--- src/rtl/uart_pkg.sv ---
// Shared types and register map for the memory-mapped UART transmitter.
package uart_pkg;
  typedef enum logic [1:0] {IDLE, START, DATA, STOP} uart_state_t;

  localparam logic [2:0] UART_TXDATA_OFS = 3'd0;
  localparam logic [2:0] UART_STATUS_OFS = 3'd4;

  localparam int ST_BUSY    = 0;
  localparam int ST_FULL    = 1;
  localparam int ST_EMPTY   = 2;
  localparam int ST_OVF     = 3;
  localparam int ST_CNT_LSB = 8;
endpackage

--- src/rtl/sync_fifo.sv ---
// First-word-fall-through FIFO with wrap-around pointers and an explicit count.
module sync_fifo #(
  parameter int DW    = 8,
  parameter int DEPTH = 8,
  localparam int AW   = $clog2(DEPTH)
) (
  input  logic          clk,
  input  logic          reset,
  input  logic          push,
  input  logic          pop,
  input  logic [DW-1:0] din,
  output logic [DW-1:0] dout,
  output logic          full,
  output logic          empty,
  output logic [AW:0]   count
);
  logic [DW-1:0] mem_q [DEPTH];
  logic [AW-1:0] wptr_q, rptr_q;
  logic [AW:0]   cnt_q;
  logic          do_push, do_pop;

  assign empty = (cnt_q == '0);
  assign full  = (cnt_q == (AW+1)'(DEPTH));
  assign count = cnt_q;
  assign dout  = mem_q[rptr_q];

  // A pop on an empty FIFO is ignored; a push into a full one needs a same-cycle pop.
  assign do_pop  = pop && !empty;
  assign do_push = push && (!full || do_pop);

  always_ff @(posedge clk) begin
    if (reset) begin
      wptr_q <= '0;
      rptr_q <= '0;
      cnt_q  <= '0;
    end else begin
      if (do_push) wptr_q <= wptr_q + AW'(1);
      if (do_pop)  rptr_q <= rptr_q + AW'(1);
      cnt_q <= cnt_q + (AW+1)'(do_push) - (AW+1)'(do_pop);
    end
  end

  always_ff @(posedge clk) begin
    if (do_push) mem_q[wptr_q] <= din;
  end
endmodule

--- src/rtl/uart_mmio.sv ---
// Memory-mapped 8N1 UART transmitter: bus decode, STATUS register, TX FSM.
module uart_mmio
  import uart_pkg::*;
#(
  parameter int               WIDTH        = 32,
  parameter logic [WIDTH-1:0] BASE_ADR     = 32'h0000_1000,
  parameter int               CLKS_PER_BIT = 868,
  parameter int               FIFO_DEPTH   = 8
) (
  input  logic             clk,
  input  logic             reset,
  input  logic             MemWrite,
  input  logic [WIDTH-1:0] DataAdr,
  input  logic [WIDTH-1:0] WriteData,
  output logic [WIDTH-1:0] rd_data,
  output logic             sel,
  output logic             tx
);
  localparam int AW = $clog2(FIFO_DEPTH);
  localparam int BW = $clog2(CLKS_PER_BIT);

  uart_state_t state_q, state_d;
  logic [BW-1:0] baud_q, baud_d;
  logic [2:0]    bit_q, bit_d;
  logic [7:0]    shift_q, shift_d;
  logic          tx_q, tx_d;
  logic          ovf_q, ovf_d;

  logic          wr_tx, wr_st, pop, baud_done;
  logic [7:0]    fifo_dout;
  logic          fifo_full, fifo_empty;
  logic [AW:0]   fifo_cnt;

  assign sel   = (DataAdr[WIDTH-1:3] == BASE_ADR[WIDTH-1:3]);
  assign wr_tx = MemWrite && sel && ({DataAdr[2], 2'b00} == UART_TXDATA_OFS);
  assign wr_st = MemWrite && sel && ({DataAdr[2], 2'b00} == UART_STATUS_OFS);
  assign tx    = tx_q;

  sync_fifo #(.DW(8), .DEPTH(FIFO_DEPTH)) u_fifo (
    .clk   (clk),
    .reset (reset),
    .push  (wr_tx),
    .pop   (pop),
    .din   (WriteData[7:0]),
    .dout  (fifo_dout),
    .full  (fifo_full),
    .empty (fifo_empty),
    .count (fifo_cnt)
  );

  always_comb begin
    rd_data = '0;
    if (sel && ({DataAdr[2], 2'b00} == UART_STATUS_OFS)) begin
      rd_data[ST_BUSY]               = (state_q != IDLE);
      rd_data[ST_FULL]               = fifo_full;
      rd_data[ST_EMPTY]              = fifo_empty;
      rd_data[ST_OVF]                = ovf_q;
      rd_data[ST_CNT_LSB +: AW+1]    = fifo_cnt;
    end
  end

  assign baud_done = (baud_q == BW'(CLKS_PER_BIT - 1));

  always_comb begin
    state_d = state_q;
    baud_d  = baud_q + BW'(1);
    bit_d   = bit_q;
    shift_d = shift_q;
    pop     = 1'b0;
    case (state_q)
      IDLE: begin
        baud_d = '0;
        if (!fifo_empty) begin
          pop     = 1'b1;
          shift_d = fifo_dout;
          state_d = START;
        end
      end
      START: if (baud_done) begin
        state_d = DATA;
        bit_d   = 3'd0;
      end
      DATA: if (baud_done) begin
        if (bit_q == 3'd7) state_d = STOP;
        else               bit_d   = bit_q + 3'd1;
      end
      STOP: if (baud_done) begin
        // Chain straight into the next start bit when more data is waiting.
        if (!fifo_empty) begin
          pop     = 1'b1;
          shift_d = fifo_dout;
          state_d = START;
        end else begin
          state_d = IDLE;
        end
      end
    endcase
    if (baud_done) baud_d = '0;

    // tx is registered from the next state so the line changes only on clock edges.
    case (state_d)
      START:   tx_d = 1'b0;
      DATA:    tx_d = shift_d[bit_d];
      default: tx_d = 1'b1;
    endcase

    ovf_d = ovf_q;
    if (wr_st && WriteData[ST_OVF])        ovf_d = 1'b0;
    if (wr_tx && fifo_full && !pop)        ovf_d = 1'b1;
  end

  always_ff @(posedge clk) begin
    if (reset) begin
      state_q <= IDLE;
      baud_q  <= '0;
      bit_q   <= '0;
      shift_q <= '0;
      tx_q    <= 1'b1;
      ovf_q   <= 1'b0;
    end else begin
      state_q <= state_d;
      baud_q  <= baud_d;
      bit_q   <= bit_d;
      shift_q <= shift_d;
      tx_q    <= tx_d;
      ovf_q   <= ovf_d;
    end
  end
endmodule

--- config.mk ---
export PLATFORM = sky130hd
export DESIGN_NAME = uart_mmio
export DESIGN_NICKNAME = d
export VERILOG_FILES = /design/src/rtl/uart_pkg.sv /design/src/rtl/sync_fifo.sv /design/src/rtl/uart_mmio.sv
export SDC_FILE = /design/constraint.sdc
export NUM_CORES = 1
export LEC_CHECK = 0
export ABC_AREA = 0
export BUFFER_PORTS_ARGS = -buffer_cell sky130_fd_sc_hd__buf_4
export CAP_MARGIN = 10
export CORE_MARGIN = 8
export CORE_UTILIZATION = 40
export CTS_CLUSTER_SIZE = 25
export DETAILED_ROUTE_END_ITERATION = 8
export SYNTH_ARGS = -nofsm -noshare
export SYNTH_HDL_FRONTEND = slang
export SYNTH_SLANG_ARGS = --single-unit
--- constraint.sdc ---
create_clock -name clk -period 4 [get_ports clk]
set_clock_uncertainty 0.05 [all_clocks]
set_input_delay 0.8 -clock clk [delete_from_list [all_inputs] [get_ports clk]]
set_output_delay 0.8 -clock clk [all_outputs]
set_load 0.01 [all_outputs]
==> reports/metrics.cfg <==
[detailed_routing]
detail_route.wl_per_cell_um = 16.3
detailroute.via_count = 2930
drc_errors = 0
first_pass_iters = 4
dr.first_iter.drc_count = 180
detail_route.wirelength_um = 9330
drt.antenna.violating_nets = 0
vias_per_cell = 5.12

[place]
gp_congestion = 0.737
placed_cells_incl_taps = 556
port-buffer-count = 50
detailed_place_hpwl_um = 6650
dpl-instance-area_sq_um = 5190
place_ws_ps = 828

[timing]
max_slew_headroom_at_the_worst_pin = 0.455
final_worst_slack_ps = 943
finalMaxSlewViolations = 0
timing.final.crit_period_ps = 3060
fin_tns_setup_ps = 0
hold_violations = 0
finalSetupViolCount = 0
finalHoldWorstSlack_ps = 411
worstMarginPinSlew_ps = 816
achievable-frequency_ghz = 0.327
final_min_period_over_clock_period = 0.764
rsz0062_at_grt = no

[synthesis]
netlist.area_leader.share = 0.408
yosys-top-cells-count = 64 x edfxtp_1, 54 x nor2_1, 38 x dfxtp_1
synth_async_sr_flop_share = 0
synth.lib_cells_used.distinct = 55
synthesis.instances = 366
post-synth-top-area-cell = edfxtp_1
syn_area_per_cell_sq_um = 12.9
synth-main-ff-cell = edfxtp_1
synth_top_cells_by_area = edfxtp_1 41%, dfxtp_1 16%, mux4_2 7.6%
ys.warnings.count = 0
post_synthesis_instance_area_sq_um = 4710
seq_area_frac_synth = 0.569
synth_enable_flop_cells = 64
synth_seq_cells = 102
yosysMostFrequentCell = edfxtp_1

[global_routing]
grt_pass1_wl_um = 15200
maximum_number_of_pins_on_one_net_before_global_route_repair = 29
overflow = 0
gr-usage-all-layers = 0.122
grt_antenna_before_repair = 0
vias_in_the_first_global_route = 2979

[layout]
drive_above_1_share = 0.259
register_area_sq_um = 2680
multiInputGateArea_sq_um = 1830
utilization = 0.478
fillCellCount = 1026
finish.cell_count_without_fillers = 572
fin_area_sq_um = 5480
final_nets = 507
antenna_cells_inserted = 0
flow.area_growth_from_synthesis_pct = 16.3

[setup_path]
timing_worst_setup_path_type = in -> out
cp_max_fo = 7
critical_path.n_buffers_inverters = 2
crit_path_cell_trace = buf_4 > nor4b_1 > nand4_1 > nor2_1 > nand2_1 > nor2_1 > buf_4
start_kind = input pin
crit_path_top_delay_cell = nor2_1
worstPathRequired_ps = 3150
critPathMaxStageDelay_ps = 310
top_family_by_delay_on_critical_path = simple AND/OR/NAND/NOR gates
cp.arrival_ps = 2210
worstSetupEndpointType = primary output

[clock_tree]
post_cts.repair.setup_buffers = 0
numClockSinks = 102
cts_hold_buf = 0
clock-root-buffer = clkbuf_16
max-clock-path-buffers = 2
post_cts_resized = 0
cts.clk_slew.worst_paths_ps = 70
cts.htree.levels = 3
number_of_cts_inserted_buffers = 9
tritoncts = done
clock_latency_ps = 340

[status]
run_status = completed

[floorplan]
rows = 39
die_width_um = 125
die_area_sq_um = 15500
starting_density = 0.411
die_h_um = 125
io-pin-count = 101
core-area_sq_um = 11500

[power_and_ir_drop]
clock_share_of_power = 0.295
power.switching_mw = 0.842
power_mw = 2.83
switching_share = 0.298
share_comb_of_total_power = 0.260
power-per-cell-area_nw_per_um2 = 516
intPower_mw = 1.98
fraction_of_power_consumed_by_sequential_logic = 0.444
max-vdd-ir-drop_uv = 312
static_leakage_nw = 2.05

[hold_path]
hp-class = reg -> reg

[flow_run]
cap_viol_max_count = 0

## cell type report
type	instances	area share
sequential	102	0.489
multi-input combinational	237	0.334
timing repair buffer	60	0.0822
clock buffer	9	0.0411
tap	143	0.0326
clock inverter	7	0.0112
inverter	14	0.00959
## routing by layer
metal / vias to the layer above / wire length [um] / track usage
li1: 1424 / - / -
met1: 1443 / 4050 / 0.145
met2: 56 / 4770 / 0.207
met3: 7 / 442 / 0.0362
met4: 0 / 70 / 0.0361
met5: - / 0 / 0
## flip-flops by register name (all words and copies together), names as in the netlist, named ones only
register	cells
u_fifo.mem_q	64
shift_q	8
baud_q	10
state_q	2
tx	1
u_fifo.wptr_q	3
u_fifo.count	4
u_fifo.rptr_q	3
bit_q	3
ovf_q	1
## cell families after synthesis
logic type,share of synthesized area
AND/OR/NAND/NOR,0.122
flip-flops,0.569
buffers and inverters,0.0611
AO/OA/AOI/OAI,0.0735
multiplexers,0.103
adder cells (fa/ha/maj),0.0441
XOR/XNOR,0.0260
other,0.000796
## power groups by stage
stage / Clock, mW / Sequential [mW] / Combinational, mW
after floorplan: 0 / 1.25 / 0.610
after global placement: 0 / 1.28 / 0.721
after detailed placement: 0 / 1.28 / 0.740
after CTS: 0.863 / 1.26 / 0.746
after global routing: 0.889 / 1.27 / 0.838
final: 0.835 / 1.26 / 0.736
## worst register-to-register path: cells and delay by family (launching register included)
| family | cells | cell delay (ps) |
|---|---|---|
| AOI/OAI and AO/OA | 2 | 590 |
| xor gates and xnor gates | 1 | 140 |
| DFF | 1 | 370 |
| buffers and inverters | 2 | 290 |
| adders and majority gates | 3 | 840 |
| and+or+nand+nor | 3 | 650 |
## cell usage in the layout (no fill, tap or decap), types with 4 or more instances in the layout
cell type | synthesis | layout
mux2_2 | 8 | 8
xnor2_1 | 6 | 6
conb_1 | 1 | 24
nor3_1 | 5 | 5
nand3_1 | 7 | 7
nor3b_1 | 4 | 4
clkbuf_16 | 0 | 9
a22oi_1 | 8 | 8
nor2_1 | 54 | 54
buf_4 | 26 | 60
xor2_1 | 8 | 8
mux4_2 | 16 | 16
and3_1 | 4 | 4
nand4_1 | 5 | 5
nand2_1 | 14 | 14
ha_1 | 15 | 15
nor4_1 | 5 | 5
nor2b_1 | 5 | 5
dfxtp_1 | 38 | 38
edfxtp_1 | 64 | 64
inv_1 | 14 | 14
## path summary, 6_finish.rpt
| path | start | end | slack (ps) | depth (start not counted) |
|---|---|---|---|---|
| max | DataAdr[10] | rd_data[9] | 940 | 7 |
| min | baud_q[0]$_SDFF_PP0_ | baud_q[0]$_SDFF_PP0_ | 410 | 1 |
| max reg2reg | baud_q[0]$_SDFF_PP0_ | u_fifo.count[2]$_SDFF_PP0_ | 950 | 11 |
| min reg2reg | baud_q[0]$_SDFF_PP0_ | baud_q[0]$_SDFF_PP0_ | 410 | 1 |
(Power assumes the default switching activity.)
